==> src/rtl/uart_port_sched.sv <==
// rtl/uart_port_sched.sv - transmit arbiter and receive sequencer for the Rs232RefComp UART core
//
// Purpose:
//   Shares the core's single transmit path between two byte-stream requesters.
//   Both requesters use a valid/ready handshake, and the arbiter alternates
//   between them in round-robin order. On the receive side the block drives the
//   core's RD strobe and delivers each received byte as a one-cycle rx_valid
//   pulse together with its error flags.
//
// Optional build macro:
//   UART_SCHED_ERR_CNT_EN - when defined, the block keeps saturating pe/fe/oe
//   error counters and a receive-byte counter. When undefined, the four counter
//   outputs are tied to 0.
//
// Ports:
//   clk, RST                         system clock (50 MHz) and sync active-high reset
//   req0_valid/req0_data/req0_ready  requester 0 byte handshake
//   req1_valid/req1_data/req1_ready  requester 1 byte handshake
//   uart_dbin, uart_wr, uart_tbe     core transmit interface
//   uart_dbout, uart_rd, uart_rda    core receive interface
//   uart_pe, uart_fe, uart_oe        core receive error flags
//   rx_valid, rx_data, rx_err        received byte pulse, data, {pe,fe,oe}
//   tx_busy, tx_grant, tx_timeout    TX status: busy, last granted id, sticky TBE timeout
//   pe_cnt, fe_cnt, oe_cnt, rx_cnt   saturating counters (macro-dependent)

module uart_port_sched #(
    parameter int TBE_TIMEOUT = 255
) (
    input  logic        clk,
    input  logic        RST,
    input  logic        req0_valid,
    input  logic [7:0]  req0_data,
    output logic        req0_ready,
    input  logic        req1_valid,
    input  logic [7:0]  req1_data,
    output logic        req1_ready,
    output logic [7:0]  uart_dbin,
    output logic        uart_wr,
    input  logic        uart_tbe,
    input  logic [7:0]  uart_dbout,
    output logic        uart_rd,
    input  logic        uart_rda,
    input  logic        uart_pe,
    input  logic        uart_fe,
    input  logic        uart_oe,
    output logic        rx_valid,
    output logic [7:0]  rx_data,
    output logic [2:0]  rx_err,
    output logic        tx_busy,
    output logic        tx_grant,
    output logic        tx_timeout,
    output logic [15:0] pe_cnt,
    output logic [15:0] fe_cnt,
    output logic [15:0] oe_cnt,
    output logic [15:0] rx_cnt
);

    localparam logic [15:0] TBE_LIMIT = 16'(TBE_TIMEOUT - 1);

    typedef enum logic [1:0] {T_IDLE, T_WR, T_WAIT_BUSY, T_WAIT_EMPTY} txState_t;
    typedef enum logic [1:0] {R_IDLE, R_ACK, R_WAIT} rxState_t;

    txState_t    txState, txNext;
    rxState_t    rxState, rxNext;
    logic [15:0] tbeCnt;
    logic        winnerId;
    logic        txAccept;

    // Round-robin pick: on contention the requester that did not win last time
    // goes next; otherwise the single valid requester is chosen.
    always_comb begin
        winnerId   = (req0_valid && req1_valid) ? ~tx_grant : req1_valid;
        req0_ready = (txState == T_IDLE) && uart_tbe && req0_valid && !winnerId;
        req1_ready = (txState == T_IDLE) && uart_tbe && req1_valid && winnerId;
        txAccept   = req0_ready || req1_ready;
    end

    // TX state register
    always_ff @(posedge clk) begin
        if (RST) txState <= T_IDLE;
        else     txState <= txNext;
    end

    // TX next state
    always_comb begin
        txNext = txState;
        case (txState)
            T_IDLE:       if (txAccept) txNext = T_WR;
            T_WR:         txNext = T_WAIT_BUSY;
            // Either the core starts shifting (TBE falls), or the core never
            // acknowledged the write and we stop waiting so the port cannot lock up.
            T_WAIT_BUSY:  if (!uart_tbe || tbeCnt == TBE_LIMIT) txNext = T_WAIT_EMPTY;
            T_WAIT_EMPTY: if (uart_tbe) txNext = T_IDLE;
            default:      txNext = T_IDLE;
        endcase
    end

    // TX outputs
    always_comb begin
        uart_wr = (txState == T_WR);
        tx_busy = (txState != T_IDLE);
    end

    // TX datapath: captured byte, grant history, timeout counter and flag
    always_ff @(posedge clk) begin
        if (RST) begin
            uart_dbin  <= 8'h00;
            tx_grant   <= 1'b1;
            tx_timeout <= 1'b0;
            tbeCnt     <= 16'h0000;
        end else begin
            if (txAccept) begin
                uart_dbin <= winnerId ? req1_data : req0_data;
                tx_grant  <= winnerId;
            end
            if (txState == T_WR) begin
                tbeCnt <= 16'h0000;
            end else if (txState == T_WAIT_BUSY && uart_tbe) begin
                if (tbeCnt == TBE_LIMIT) tx_timeout <= 1'b1;
                else                     tbeCnt <= tbeCnt + 16'd1;
            end
        end
    end

    // RX state register; reset lands in R_WAIT so RD stays high and flushes
    // any stale byte held by the core.
    always_ff @(posedge clk) begin
        if (RST) rxState <= R_WAIT;
        else     rxState <= rxNext;
    end

    // RX next state
    always_comb begin
        rxNext = rxState;
        case (rxState)
            R_IDLE:  if (uart_rda) rxNext = R_ACK;
            R_ACK:   rxNext = R_WAIT;
            R_WAIT:  if (!uart_rda) rxNext = R_IDLE;
            default: rxNext = R_WAIT;
        endcase
    end

    // RX outputs
    always_comb begin
        uart_rd  = (rxState != R_IDLE);
        rx_valid = (rxState == R_ACK);
    end

    // RX capture
    always_ff @(posedge clk) begin
        if (RST) begin
            rx_data <= 8'h00;
            rx_err  <= 3'b000;
        end else if (rxState == R_IDLE && uart_rda) begin
            rx_data <= uart_dbout;
            rx_err  <= {uart_pe, uart_fe, uart_oe};
        end
    end

`ifdef UART_SCHED_ERR_CNT_EN
    logic [15:0] peCnt, feCnt, oeCnt, rxCnt;

    always_ff @(posedge clk) begin
        if (RST) begin
            peCnt <= 16'h0000;
            feCnt <= 16'h0000;
            oeCnt <= 16'h0000;
            rxCnt <= 16'h0000;
        end else if (rxState == R_ACK) begin
            if (rx_err[2] && peCnt != 16'hFFFF) peCnt <= peCnt + 16'd1;
            if (rx_err[1] && feCnt != 16'hFFFF) feCnt <= feCnt + 16'd1;
            if (rx_err[0] && oeCnt != 16'hFFFF) oeCnt <= oeCnt + 16'd1;
            if (rxCnt != 16'hFFFF)              rxCnt <= rxCnt + 16'd1;
        end
    end

    assign pe_cnt = peCnt;
    assign fe_cnt = feCnt;
    assign oe_cnt = oeCnt;
    assign rx_cnt = rxCnt;
`else
    assign pe_cnt = 16'h0000;
    assign fe_cnt = 16'h0000;
    assign oe_cnt = 16'h0000;
    assign rx_cnt = 16'h0000;
`endif

endmodule
==> config.mk <==
export PLATFORM = sky130hd
export DESIGN_NAME = uart_port_sched
export DESIGN_NICKNAME = d
export VERILOG_FILES = /design/src/rtl/uart_port_sched.sv
export SDC_FILE = /design/constraint.sdc
export NUM_CORES = 1
export LEC_CHECK = 0
export ABC_CLOCK_PERIOD_IN_PS = 1700
export BUFFER_PORTS_ARGS = -buffer_cell sky130_fd_sc_hd__buf_2
export CAP_MARGIN = 15
export CORE_UTILIZATION = 41
export CTS_CLUSTER_SIZE = 30
export DETAILED_ROUTE_END_ITERATION = 10
export GPL_TIMING_DRIVEN = 1
export PLACE_DENSITY = 0.76
export SLEW_MARGIN = 30
export SYNTH_ARGS = -nofsm -noshare
export SYNTH_HDL_FRONTEND = slang
export SYNTH_SLANG_ARGS = --single-unit
export TNS_END_PERCENT = 1
==> constraint.sdc <==
create_clock -name clk -period 1.7 [get_ports clk]
set_input_delay 0.34 -clock clk [delete_from_list [all_inputs] [get_ports clk]]
set_output_delay 0.34 -clock clk [all_outputs]
set_load 0.1 [all_outputs]
# Word-level counts from Yosys, hierarchy flattened
# Index checks and enable logic that the tools add are counted.
[totals]
output_inout_bits = 91
elab_cells = 53
reg_bits = 41
[op_classes]
n_eq_ne = 11
n_addsub = 1
reduce_logical = 21
muxes = 9
n_bitwise = 3
[op_table]
columns = ["cell", "count"]
rows = [
  ["adder 16 x 1 -> 16 bit (second input constant)", 1],
  ["equality test 16 x 8 -> 1 bit (second input constant)", 1],
  ["two-way mux 2 bit", 5],
  ["inequality test 2 bit (second input constant)", 5],
  ["logical AND 1 bit", 8],
  ["two-way mux 8 bit", 1],
  ["case mux 2 bit (4 select lines)", 1],
  ["equality test 2 bit (second input constant)", 3],
  ["AND reduction 3 bit", 2],
  ["equality test 2 x 1 -> 1 bit (second input constant)", 2],
  ["zero test 2 bit", 2],
  ["case mux 2 bit (2 select lines)", 1],
  ["AND reduction 2 bit", 2],
  ["nonzero test 2 bit", 2],
  ["inverter 1 bit", 3],
  ["zero test 1 bit", 2],
  ["logical OR 1 bit", 2],
  ["OR reduction 2 bit", 1],
  ["two-way mux 1 bit", 1],
]

# Depth between registers and ports, before layout
[depth]
ltp_word = 7
ltp_mapped = 8
depth_no_buf = 6

# Worst setup path before layout
# OpenSTA, ideal clock, no wires.
[synth_path]
path_kind = "reg2out"
startpoint = "register tx_grant"
endpoint = "output req0_ready"
path_buffers = 1
stages_incl_launch_ff = 4
setup_slack_ns = -1.303
t_arrival_ns = 2.663
path_cell_list = "dfxtp_1 a21boi_0 buf_2 nor2_1"
[synth_between]
elab_chain_len = 4
[synth_lines]
columns = ["element", "line", "source"]
rows = [
  ["start: declaration", "50", "output logic tx_grant,"],
  ["start signal: assignment", "114", "tx_grant <= winnerId;"],
  ["inverter 1 bit", "72", "winnerId = (req0_valid && req1_valid) ? ~tx_grant : req1_valid;"],
  ["two-way mux 1 bit", "72", ""],
  ["zero test 1 bit", "73", "req0_ready = (txState == T_IDLE) && uart_tbe && req0_valid && !winnerId;"],
  ["logical AND 1 bit", "73", ""],
  ["end: declaration", "33", "output logic req0_ready,"],
]
# Every way passes these cells.

# Worst setup path after layout
[layout_path]
startpoint = "register txState[1]"
endpoint = "output req0_ready"
[layout_between]
elab_chain_len = 4
[layout_lines]
columns = ["element", "line", "source"]
rows = [
  ["start: declaration", "63", "txState_t txState, txNext;"],
  ["start signal: assignment", "81", "else txState <= txNext;"],
  ["zero test 2 bit", "73", ""],
  ["logical AND 1 bit (3 in series)", "73", ""],
]
# Every way passes these cells.

==> load_flow_metrics.sql <==
INSERT INTO impl_metrics (metric_group, metric, value, unit) VALUES
('power_and_ir_drop', 'power_report.internal_total', '0.00210', 'W'),
('layout', 'insertedDiodeCount', '0', ''),
('synthesis', 'post_synth_num_cell_types', '43', ''),
('setup_path', 'endpoint_kind_of_the_worst_setup_timing_path', 'primary output', ''),
('clocking', 'cts_tree', 'done', ''),
('setup_path', 'critical_path.cell_chain', 'buf_6 -> inv_4 -> ha_4 -> nand3_4 -> nor2_4 -> buf_12', ''),
('global_route', 'grt_first_pass_wirelength', '8290', 'um'),
('outcome', 'violations_in_the_final_reports', 'negative setup slack', ''),
('power_and_ir_drop', 'power.clock.fraction', '15.8', '%'),
('power_and_ir_drop', 'p_leak', '1.40', 'nW'),
('clocking', 'cts-root-to-sink-buffers', '2', ''),
('synthesis', 'synth_edf_count', '0', ''),
('timing', 'maximum_achievable_frequency', '0.579', 'GHz'),
('layout', 'final_net_count', '418', ''),
('clocking', 'clkSlewWorstSetupHoldPaths', '0.08', 'ns'),
('setup_path', 'crit_required', '1.36', 'ns'),
('synthesis', 'synth_area_leader_cell', 'sky130_fd_sc_hd__dfxtp_1', ''),
('power_and_ir_drop', 'total_power', '0.00441', 'W'),
('place', 'place.gp.congestion', '0.812', ''),
('timing', 'min_period', '1.73', 'ns'),
('die', 'initial_core_util', '43.2', '%'),
('timing', 'final_number_of_hold_violating_endpoints', '0', ''),
('timing', 'setup_ws', '-0.0257', 'ns'),
('global_route', 'number_of_antenna_violations_at_the_first_check_in_global_routing', '0', ''),
('die', 'die_area', '6220', 'um^2'),
('setup_path', 'count_of_buffer_and_inverter_cells_on_the_critical_path', '3', ''),
('global_route', 'global_route.usage.total', '17.1', '%'),
('flow_run', 'drv_cap', '0', ''),
('power_and_ir_drop', 'power_density', '1440', 'nW/um^2'),
('die', 'floorplan.die.height', '78.9', 'um'),
('setup_path', 'cp.arrival', '1.39', 'ns'),
('synthesis', 'post_synth_instance_area', '2420', 'um^2'),
('synthesis', 'synthesis.instances', '298', ''),
('timing', 'setup-tns-final', '-0.0263', 'ns'),
('global_route', 'grt-ovfl-total', '0', ''),
('clocking', 'number_of_clock_buffers_inserted_by_tritoncts', '5', ''),
('setup_path', 'critPathSlowestCell', 'sky130_fd_sc_hd__dfxtp_2', ''),
('global_route', 'grt_pass1_vias', '1892', ''),
('place', 'portBuffers', '59', ''),
('synthesis', 'synth-seq-area-share', '33.9', '%'),
('setup_path', 'path_max_fanout', '5', ''),
('synthesis', 'cell_types_with_the_largest_area_share_after_synthesis', 'sky130_fd_sc_hd__dfxtp_1, sky130_fd_sc_hd__buf_4, sky130_fd_sc_hd__nand2_1', ''),
('clocking', 'clkSinkCount', '41', ''),
('place', 'sum_of_net_half_perimeters_after_detailed_placement', '3800', 'um'),
('outcome', 'status', 'complete, but fails checks', ''),
('layout', 'drive_gt1_share', '35.0', '%'),
('place', 'preCtsSetupSlack', '-0.110', 'ns'),
('die', 'io-pin-count', '124', ''),
('setup_path', 'critical-path-top-delay-family', 'buffers and inverters', ''),
('clocking', 'cts_hold_repair.buffers', '0', ''),
('timing', 'finalSetupViolations', '2', ''),
('timing', 'clock_skew', '0.00597', 'ns'),
('timing', 'finalCritPeriodShare', '102', '%'),
('synthesis', 'synth_top_cells_by_count', 'sky130_fd_sc_hd__buf_4, sky130_fd_sc_hd__dfxtp_1, sky130_fd_sc_hd__nand2_1', ''),
('synthesis', 'commonest_register_cell_after_synthesis', 'sky130_fd_sc_hd__dfxtp_1', ''),
('synthesis', 'yosys.area.top_type_share', '33.9', '%'),
('drt', 'postRouteAntennaNets', '0', ''),
('worst_hold_path', 'worst_min_path_class', 'input pin to flip-flop', ''),
('layout', 'layout.filler_cells', '507', ''),
('drt', 'detail_route.first_pass.iterations', '4', ''),
('die', 'placement_rows', '27', ''),
('drt', 'drc_errors', '0', ''),
('drt', 'drt-wirelength-per-cell', '11.5', 'um'),
('clocking', 'root_buffer', 'sky130_fd_sc_hd__clkbuf_8', ''),
('setup_path', 'cp-start-kind', 'flip-flop', ''),
('setup_path', 'timing.critical_path.slowest_cell_delay', '0.35', 'ns'),
('setup_path', 'rr_startpoint', 'txState[0]', ''),
('worst_hold_path', 'startpoint_of_the_tightest_hold_check_path', 'uart_rda', ''),
('power_and_ir_drop', 'p_sw', '0.00231', 'W'),
('drt', 'detail_route.vias_per_cell', '4.74', ''),
('global_route', 'grt_max_degree', '18', '');
==> layer usage <==
layer | global-route usage (%) | vias up | wire [um]
met2 | 29.2 | 96 | 2580
met1 | 18.1 | 976 | 2070
met5 | 0 | - | 0
met3 | 6.78 | 10 | 430
li1 | - | 1059 | -
met4 | 9.09 | 0 | 112
==> sequential cells by signal, summed over array words and instances, names as in the netlist <==
signal	cells
rx_err	3
rxState	2
txState	2
tbeCnt	16
uart_dbin	8
tx_timeout	1
rx_data	8
tx_grant	1
==> power by group through the flow <==
stage / sequential [W] / clock (W) / combinational [W]
CTS: 0.00112 / 0.000728 / 0.00250
detailed placement: 0.00113 / 0 / 0.00237
floorplan: 0.00159 / 0 / 0.00150
global placement: 0.00113 / 0 / 0.00235
global route: 0.00114 / 0.000769 / 0.00270
finish: 0.00112 / 0.000697 / 0.00259
==> logic make-up after synthesis <==
logic type / synth area share (%)
mux: 4.13
xor+xnor: 0.361
flops: 33.9
simple gates: 21.6
buf+inv: 23.1
other cells: 0.155
fa+ha+maj: 3.10
compound gates: 13.7
==> worst register-to-register path, stage by stage, from the launching register on <==
cell,delay [ns]
sky130_fd_sc_hd__dfxtp_2,0.33
sky130_fd_sc_hd__inv_2,0.07
sky130_fd_sc_hd__ha_4,0.13
sky130_fd_sc_hd__buf_4,0.13
sky130_fd_sc_hd__and4_4,0.23
sky130_fd_sc_hd__nand3_2,0.10
sky130_fd_sc_hd__or4_4,0.50
sky130_fd_sc_hd__a21oi_2,0.14
==> final timing paths <==
| check | endpoint | slack, ns | cells past startpoint |
|---|---|---|---|
| max | req0_ready | -0.03 | 6 |
| min | rxState[1] | 0.27 | 2 |
| max reg2reg | tbeCnt[9] | 0.02 | 7 |
| min reg2reg | rx_err[2] | 0.45 | 2 |
==> per-stage QoR <==
step | instance area (um^2) | utilization [%] | cells | hold slack [ns]
after floorplan | 2680 | - | 361 | 0.429
after global placement | 2800 | 49.9 | 440 | 0.438
after detailed placement | 2800 | 49.9 | 440 | 0.443
after CTS | 2980 | 53.2 | 451 | 0.257
after global routing | 3060 | 54.6 | 452 | 0.260
final | 3060 | 54.6 | 452 | 0.268
==> cell type report <==
cell class,instances,area (um^2),area share [%]
multi-input combinational,237,1420,46.2
sequential,41,827,27.0
timing repair buffer,88,606,19.8
clock buffer,7,96.3,3.14
tap,72,90.1,2.94
inverter,6,25.0,0.817
clock inverter,1,5.00,0.163
==> cell usage in the layout, fill, tap and decap left out, drive strengths merged, types with 3 or more instances in the layout <==
cell / synthesis / layout
or4: 6 / 6
inv: 6 / 6
clkbuf: 9 / 7
or3: 6 / 6
ha: 6 / 6
nand3: 10 / 10
a211oi: 8 / 8
dfxtp: 41 / 41
a21oi: 24 / 24
o31ai: 4 / 4
mux2i: 10 / 10
and4: 4 / 4
nor2: 24 / 24
nand2: 34 / 34
conb: 1 / 64
o21ai: 7 / 7
buf: 68 / 88
nand4: 3 / 3
==> timing repair <==
action | in CTS | in global routing
resized for setup | 17 | 18
setup buffers | 3 | 1
endpoints found under the setup margin | 20 | 19
pin swaps | 7 | 6
Power figures use the tool's default switching activity.
